$ cat src/rtl/acc_psw_wb.sv
// acc_psw_wb -- accumulator / PSW writeback stage for an 8085-style datapath.
//
// Sits directly behind the ALU result/flag selector. It commits ALU results
// to the accumulator (A) and flag register (F), and also handles the non-ALU
// writes to them: a direct accumulator load, a two-byte POP PSW over a bus
// handshake, and STC/CMC carry manipulation. A and F are fed back to the ALU.
//
// Ports:
//   clk     system clock, all state changes on the rising edge
//   rstn    synchronous active-low reset
//   aluGo   start ALU writeback (sampled in IDLE only)
//   selOp   ALU op class, 3'b111 = CMP (flags only)
//   aluRes  selected ALU result
//   aluFlg  raw flag byte (S=7, Z=6, AC=4, P=2, CY=0)
//   ldAcc   load A from busDat
//   ldPSW   start POP PSW sequence (F byte first, then A byte)
//   busDat  data bus
//   busVld  busDat valid strobe during POP PSW
//   flgOp   00 none, 01 STC, 10 CMC, 11 reserved (no-op)
//   outAcc  accumulator A
//   outPSW  flag register F
//   busy    high in any state other than IDLE
//   done    one-cycle pulse while in DONE
module acc_psw_wb #(
  parameter logic [7:0] RSTA = 8'h00,
  parameter logic [7:0] RSTF = 8'h02
) (
  input  logic       clk,
  input  logic       rstn,
  input  logic       aluGo,
  input  logic [2:0] selOp,
  input  logic [7:0] aluRes,
  input  logic [7:0] aluFlg,
  input  logic       ldAcc,
  input  logic       ldPSW,
  input  logic [7:0] busDat,
  input  logic       busVld,
  input  logic [1:0] flgOp,
  output logic [7:0] outAcc,
  output logic [7:0] outPSW,
  output logic       busy,
  output logic       done
);

  typedef enum logic [2:0] {
    IDLE = 3'd0,
    CAPT = 3'd1,
    POPF = 3'd2,
    POPA = 3'd3,
    DONE = 3'd4
  } state_t;

  localparam logic [2:0] OP_CMP = 3'b111;

  // PSW bits 5 and 3 are hardwired 0, bit 1 hardwired 1; everything else
  // passes through. Every write to F is funnelled through this.
  function automatic logic [7:0] fmt(input logic [7:0] x);
    return (x & 8'b1101_0101) | 8'b0000_0010;
  endfunction

  state_t     state;
  logic [7:0] acc;
  logic [7:0] psw;
  logic [7:0] cap_res;
  logic [7:0] cap_flg;
  logic [2:0] cap_op;
  logic       busy_q;
  logic       done_q;

  // busy/done are registered alongside the state transition so they are
  // clean flop outputs that track (state != IDLE) and (state == DONE).
  always_ff @(posedge clk) begin
    // NOTE: reset is synchronous, so it is just the highest-priority branch of
    // the clocked block; the capture registers are cleared too, keeping the
    // whole stage deterministic out of reset.
    if (!rstn) begin
      state   <= IDLE;
      acc     <= RSTA;
      psw     <= RSTF;
      cap_res <= '0;
      cap_flg <= '0;
      cap_op  <= '0;
      busy_q  <= 1'b0;
      done_q  <= 1'b0;
    end else begin
      // NOTE: non-blocking assignments throughout, so every branch reads the
      // pre-edge values of acc/psw/state regardless of statement order.
      unique case (state)
        IDLE: begin
          if (aluGo) begin
            cap_res <= aluRes;
            cap_flg <= aluFlg;
            cap_op  <= selOp;
            state   <= CAPT;
            busy_q  <= 1'b1;
          end else if (ldPSW) begin
            state  <= POPF;
            busy_q <= 1'b1;
          end else if (ldAcc) begin
            acc <= busDat;
          end else if (flgOp == 2'b01) begin
            psw[0] <= 1'b1;
          end else if (flgOp == 2'b10) begin
            psw[0] <= ~psw[0];
          end
        end

        CAPT: begin
          // CMP updates flags only; every other class also writes A.
          if (cap_op != OP_CMP) acc <= cap_res;
          psw    <= fmt(cap_flg);
          state  <= DONE;
          done_q <= 1'b1;
        end

        POPF: begin
          if (busVld) begin
            psw   <= fmt(busDat);
            state <= POPA;
          end
        end

        POPA: begin
          if (busVld) begin
            acc    <= busDat;
            state  <= DONE;
            done_q <= 1'b1;
          end
        end

        DONE: begin
          state  <= IDLE;
          busy_q <= 1'b0;
          done_q <= 1'b0;
        end

        default: begin
          state  <= IDLE;
          busy_q <= 1'b0;
          done_q <= 1'b0;
        end
      endcase
    end
  end

  assign outAcc = acc;
  assign outPSW = psw;
  assign busy   = busy_q;
  assign done   = done_q;

endmodule

$ cat config.mk
export PLATFORM = sky130hd
export DESIGN_NAME = acc_psw_wb
export DESIGN_NICKNAME = d
export VERILOG_FILES = /design/src/rtl/acc_psw_wb.sv
export SDC_FILE = /design/constraint.sdc
export NUM_CORES = 1
export LEC_CHECK = 0
export BUFFER_PORTS_ARGS = -buffer_cell sky130_fd_sc_hd__buf_2
export CORE_MARGIN = 5
export CORE_UTILIZATION = 54
export CTS_CLUSTER_SIZE = 10
export DETAILED_ROUTE_END_ITERATION = 8
export HOLD_SLACK_MARGIN = 0.02
export PLACE_DENSITY = 0.84
export SYNTH_ARGS = -nofsm -noshare
export SYNTH_HDL_FRONTEND = slang
export SYNTH_SLANG_ARGS = --single-unit
export TNS_END_PERCENT = 20
$ cat constraint.sdc
create_clock -name clk -period 2.26 [get_ports clk]
set_input_delay 0.452 -clock clk [delete_from_list [all_inputs] [get_ports clk]]
set_output_delay 0.452 -clock clk [all_outputs]
set_load 0.01 [all_outputs]
==> results.md, run 1 <==
- Status: complete, no violations
- Hold Buf Count CTS: 0
- Placer Congestion: 0.7837
- Ant. Diodes: 0
- GRT Overall Usage: 16.70%
- Cell family with most CP delay: simple AND/OR/NAND/NOR gates
- Combinational share of power: 22.1%
- Startpoint Class: flop
- Core region area: between 3000 and 4000 um2
- Sink Count: 34
- Fin. Hold Viols: 0
- Arr. time, crit path: 2040 ps
- Leak pwr: 0.0009372 uW
- Crit Path Max Fanout: 9
- Min cycle time layout: ~1800 ps
- Crit. End Element: flop
- Top_reg_cell synth: dfxtp_1
- HP Class: input pin to flop
- Setup TNS: 0 ps
- Effective utilization at floorplan: 55.08%
- CTS Buf Count: 5
- Async SR Flop Fraction: 0%
- Post-Synth Simple-Gate Area: 23.22%
- Max Cap Viol: 0
- Power Density: 847.4 nW/um2
- Yosys cell types: 38
- Clk pin slew, worst setup/hold paths: 110 ps
- Most common cell in the synthesized netlist: nand2_1
- Port buffer count: 46
- Cells after Synth: 181
- CTS Root Cell: clkbuf_4
- 1st-iter DRT viols: 74
- CTS tree: yes
- Chip width: 65.35 um
- Mux contribution to synthesized area: 12.71%
- P_int: 1224 uW
- Final ANT Viol Nets: 0
- Worst hold slack: 350.8 ps
- Final period util: ~79%
- Layout cells sized above 1: 33.48%
- Yosys reg bits: 34
- Post-synth top cells: nand2_1, dfxtp_1, mux2i_1, a21boi_1, mux2_2
- I/O pin cnt: 53
- FP Rows: 20
- Max clock buf depth: 2
- Slew Viols, Final: 0
- Clk pwr share: between 30% and 40%
- Area growth, synth to finish: 18.53%
- Gr ovfl total: 0
- Post-synth EDFFs: 0
- WS Path Type: flop to flop
- Max IR drop VDD: 0.6280 mV
- Vias: ~1.3k
- Synth Area in XOR/XNOR: less than 1%
- Vias per cell: ~5.1
- Critical path cell sequence: nor3b_2 -> nand4_1 -> nand4b_1 -> mux2i_1
- Worst rel slew slack: 62.99%
- Sequential share of power: 43.4%
- Slowest CP cell: dfxtp_1
- Seq/Total Area, Yosys: 41.15%
- Max H-tree Level: 2
- # setup viols final: 0
- Die ar.: roughly 4300 um2
- Main combinational cell family by area after synthesis: simple AND/OR/NAND/NOR gates
- Synth warn: 0
- P_sw: 437.7 uW
- CP bufs+invs: 0
- PostCTS Resize Cnt: 0
- Worst slew pin tran: 552.2 ps
- Post-Synth Adder-Cell Area: 0.7564%
- Top cell type's share of synthesized area: between 40 and 50%
- Fin nets: 259
- Die Y-Extent: between 60 and 70 um
- Worst skew pair latency: 330 ps
- CP max stage delay: 530 ps
- Synth area leaders: dfxtp_1, nand2_1, mux2i_1
- DR DRC count: 0
- DP Wirelength: roughly 2.4 mm
- CP required: 2510 ps
- Post-CTS Setup Repair Bufs: 0
- Global-route wire length before repair: 5.554 mm
- Largest net degree at the start of global routing: 38
- Mean post-synth cell area: 9.139 um2
- Layout Skew: 10.21 ps
- Fmax: 0.5584 GHz
- Drt wl/cell: 12.93 um
- DRT Wirelength: 3.324 mm
- Switching Share: between 20% and 30%
- Cell area after synthesis: 1654 um2
- Synth Area in Compound Gates: 13.84%
- Vias in the first global route: about 1.3k
- RSZ-0062 raised after global routing: no
- Initial antenna violation count: 0
- Area leader, netlist: dfxtp_1
- 1st-pass router iterations: 4
[worst min-delay path, cell delays in order]
cell and delay, ps:
buf_2 90, nand2_1 50, a21boi_1 50
[power by group through the flow]
stage,sequential [uW],clock (uW),combinational [uW]
2_1_floorplan,734,0,276
3_3_place_gp,732,0,358
3_5_place_dp,734,0,364
4_1_cts,720,576,370
5_1_grt,731,605,409
6_report,720,574,367
[worst paths after layout]
kind	cells past startpoint	end	startpoint	slack, ps
worst max-delay path	4	outAcc[3]$_SDFFE_PN0P_	state[0]$_SDFFE_PN0P_	470
worst min-delay path	3	cap_op[0]$_SDFFE_PN0P_	selOp[0]	350
worst max register to register	4	outAcc[3]$_SDFFE_PN0P_	state[0]$_SDFFE_PN0P_	470
worst min register to register	2	cap_res[7]$_SDFFE_PN0P_	cap_res[7]$_SDFFE_PN0P_	460
[sequential cells by signal (all words and copies together) (netlist names)]
signal   count
outPSW       5
busy         1
outAcc       8
cap_op       3
cap_res      8
done         1
cap_flg      5
state        3
[cell type report]
class	count	area [um2]
clock buffers	6	51.30
clock inverters	2	60.06
fillers	271	1042
inverters	3	11.26
multi-input cells	129	855.8
flip-flops and latches	34	680.7
well taps	33	41.29
repair buffers	50	260.3
[cell families after synthesis]
family / after synthesis
compound gates: 29
xor+xnor: 1
fa+ha+maj: 1
buf+inv: 19
flops: 34
mux: 20
other cells: 2
simple gates: 75
[through the flow]
| step | power (uW) | util [%] | instances | area, um2 | setup slack (ps) |
|---|---|---|---|---|---|
| 2_1_floorplan | 1010 | - | 182 | 1658 | 809.8 |
| 3_3_place_gp | 1090 | 61.58 | 249 | 1849 | 534.3 |
| 6_report | 1661 | 65.29 | 257 | 1961 | 469.3 |
| 3_5_place_dp | 1098 | 61.58 | 249 | 1849 | 490.2 |
| 4_1_cts | 1667 | 65.29 | 257 | 1961 | 463.9 |
| 5_1_grt | 1745 | 65.29 | 257 | 1961 | 309.0 |
[cell usage in the layout (no fill, tap or decap), types with 2 or more instances in the layout]
| cell | netlist | layout |
|---|---|---|
| dfxtp_1 | 34 | 34 |
| o211a_1 | 4 | 4 |
| a21oi_1 | 3 | 3 |
| mux2_2 | 8 | 8 |
| nand2b_1 | 2 | 2 |
| a21boi_1 | 10 | 10 |
| nor2_1 | 5 | 5 |
| buf_4 | 4 | 4 |
| nand2_1 | 53 | 53 |
| nor3b_2 | 2 | 2 |
| bufinv_16 | 0 | 2 |
| mux2i_1 | 12 | 12 |
| a21boi_0 | 6 | 6 |
| buf_2 | 4 | 46 |
| conb_1 | 2 | 3 |
| inv_1 | 3 | 3 |
| clkbuf_4 | 0 | 5 |
[routing by layer]
metal | track usage (%) | wire [um] | up-vias | share of wire, %
met4 | 5.440 | 44 | 0 | 1.3
li1 | - | - | 687 | -
met3 | 4.444 | 201 | 6 | 6.0
met1 | 21.64 | 1567 | 591 | 47
met2 | 26.93 | 1511 | 34 | 45
met5 | 0 | 0 | - | 0
(Power assumes the default switching activity.)
==> inputs of run 2 (changes only) <==
--- a/config.mk
+++ b/config.mk
@@ -7,11 +7,11 @@
 export LEC_CHECK = 0
 export BUFFER_PORTS_ARGS = -buffer_cell sky130_fd_sc_hd__buf_2
 export CORE_MARGIN = 5
-export CORE_UTILIZATION = 54
+export CORE_UTILIZATION = 50
 export CTS_CLUSTER_SIZE = 10
 export DETAILED_ROUTE_END_ITERATION = 8
 export HOLD_SLACK_MARGIN = 0.02
-export PLACE_DENSITY = 0.84
+export PLACE_DENSITY = 0.79
 export SYNTH_ARGS = -nofsm -noshare
 export SYNTH_HDL_FRONTEND = slang
 export SYNTH_SLANG_ARGS = --single-unit
==> constraint.sdc (replaced) <==
create_clock -name clk -period 1.7 [get_ports clk]
set_input_delay 0.34 -clock clk [delete_from_list [all_inputs] [get_ports clk]]
set_output_delay 0.34 -clock clk [all_outputs]
set_load 0.01 [all_outputs]
==> run 2 against run 1 <==
Clock-buffer cell count is the same. Wire length is 4.9% higher. Global-route usage increased by 0.43 points. Highest routed layer unchanged. First-iteration DRC count up 47%.
==> results.md, run 2 (same netlist as run 1, synthesis figures left out) <==
- Status: complete, no violations
- Leak pwr: 0.0009777 uW (+4.3%)
- Final ANT Viol Nets: 0 (unchanged)
- GRT Overall Usage: 17.13% (+0.43 points)
- DRT Wirelength: 3.487 mm (+4.9%)
- Fillers: 297 (+9.6%)
- Arr. time, crit path: 1770 ps (-270 ps)
- Sequential share of power: 41.8% (-1.6 points)
- DP Area: 1933 um2 (+4.5%)
- Final period util: 90.35% (+11 points)
- Port buffer count: 46 (unchanged)
- Commonest cells after routing, fill and taps aside: nand2_1, buf_2, dfxtp_1
- Final instance area: 2046 um2 (+4.3%)
- Startpoint Class: flop
- Clk pwr share: 34.0% (-0.6 points)
- Crit. End Element: flop
- Placer Congestion: 0.7735 (-1.3%)
- Area growth, synth to finish: 23.68%
- Initial antenna violation count: 0 (unchanged)
- Setup TNS: 0 ps (unchanged)
- Vias: 1352 (+2.6%)
- Max Cap Viol: 0 (unchanged)
- 1st-iter DRT viols: 109 (+47%)
- Drt wl/cell: 12.73 um (-1.6%)
- I/O pin cnt: 53 (unchanged)
- Vias per cell: 4.934 (-3.8%)
- Fin. Hold Viols: 0 (unchanged)
- Register Area: 681.9 um2 (+0.18%)
- Largest net degree at the start of global routing: 21 (-45%)
- Ant. Diodes: 0 (unchanged)
- CTS tree: yes
- Slew Viols, Final: 0 (unchanged)
- Combinational share of power: 24.2% (+2.1 points)
- Crit Path Max Fanout: 16 (+7)
- Fmax: 0.6511 GHz (+17%)
- CP required: 1940 ps (-570 ps)
- DP Wirelength: 2.618 mm (+9.6%)
- Effective utilization at floorplan: 53.31% (-1.8 points)
- Min cycle time layout: 1536 ps (-254.7 ps)
- P_sw: 604.4 uW (+38%)
- Die Y-Extent: 67.52 um (+3.3%)
- # setup viols final: 0 (unchanged)
- FP Rows: 20 (unchanged)
- Gr ovfl total: 0 (unchanged)
- Multi-input gate area: 855.8 um2 (unchanged)
- CTS Root Cell: clkbuf_4
- Power Density: 1110 nW/um2 (+31%)
- Die ar.: 4558 um2 (+6.8%)
- Worst skew pair latency: 340 ps (about the same)
- Global-route wire length before repair: 5.809 mm (+4.6%)
- Switching Share: 26.63% (+0.28 points)
- DR DRC count: 0 (unchanged)
- Hold Buf Count CTS: 0 (unchanged)
- Layout Skew: 8.029 ps (-2.183 ps)
- Layout cells sized above 1: 35.65% (+2.2 points)
- Most common cell after layout, fill and taps aside: nand2_1
- Max H-tree Level: 2 (unchanged)
- CTS Buf Count: 5 (unchanged)
- Max clock buf depth: 2 (unchanged)
- Core region area: 3103 um2 (+3.3%)
- WS Path Type: flop to flop
- Chip width: 67.52 um (+3.3%)
- Sink Count: 34 (unchanged)
- RSZ-0062 raised after global routing: no
- Fin nets: 265 (+2.3%)
- Clk pin slew, worst setup/hold paths: 100 ps (about the same)
- Final core occ: 65.93% (+0.64 points)
- 1st-pass router iterations: 4 (unchanged)
- Vias in the first global route: 1292 (+2.9%)
- P_int: 1666 uW (+36%)
- Max IR drop VDD: 0.6022 mV (-4.1%)
- HP Class: input pin to flop
==> run 2: layout make-up <==
| class | count | area share (%) |
|---|---|---|
| multi-input cells | 129 | 41.83 |
| flip-flops and latches | 34 | 33.33 |
| repair buffers | 56 | 16.15 |
| clock inverters | 2 | 2.936 |
| well taps | 44 | 2.691 |
| clock buffers | 6 | 2.508 |
| inverters | 3 | 0.5505 |
==> run 2: power groups by stage <==
| stage | registers (uW) | clock network, uW | logic (uW) |
|---|---|---|---|
| 2_1_floorplan | 976 | 0 | 367 |
| 3_3_place_gp | 963 | 0 | 540 |
| 3_5_place_dp | 966 | 0 | 550 |
| 4_1_cts | 948 | 782 | 554 |
| 5_1_grt | 960 | 829 | 608 |
| 6_report | 948 | 772 | 550 |
==> run 2: through the flow <==
| stage | hold WS (ps) | power [uW] | worst slack, ps | cells |
|---|---|---|---|---|
| final | 224.6 | 2270 | 164.0 | 274 |
| after global routing | 202.8 | 2397 | 39.36 | 274 |
| after CTS | 214.0 | 2285 | 79.07 | 274 |
| after detailed placement | 445.8 | 1516 | 92.16 | 266 |
| after global placement | 441.2 | 1503 | 124.8 | 266 |
| after floorplan | 431.6 | 1343 | 249.8 | 182 |
==> run 2: final timing paths <==
check	from	endpoint	slack (ps)	cells past startpoint
max reg2reg	state[2]$_SDFFE_PN0P_	cap_res[3]$_SDFFE_PN0P_	160	5
min reg2reg	cap_res[0]$_SDFFE_PN0P_	cap_res[0]$_SDFFE_PN0P_	460	2
max	state[2]$_SDFFE_PN0P_	cap_res[3]$_SDFFE_PN0P_	160	5
min	aluFlg[2]	cap_flg[2]$_SDFFE_PN0P_	220	3
==> run 2: critical path, cell delays in order (launching register included) <==
cell and delay, ps:
dfxtp_1 380, buf_4 190, or4b_1 500, buf_4 210, nand2_1 80, a21boi_0 70
==> run 2: repair_timing <==
action	in CTS	in global routing
gates resized for setup	0	1
endpoints found under the setup margin	0	9
buffers inserted	0	0
==> run 2: metal layers <==
layer	GRT usage [%]	share of wire, %
met5	0	0
met1	22.13	47
met2	26.00	45
met3	4.326	6.5
met4	9.114	1.8
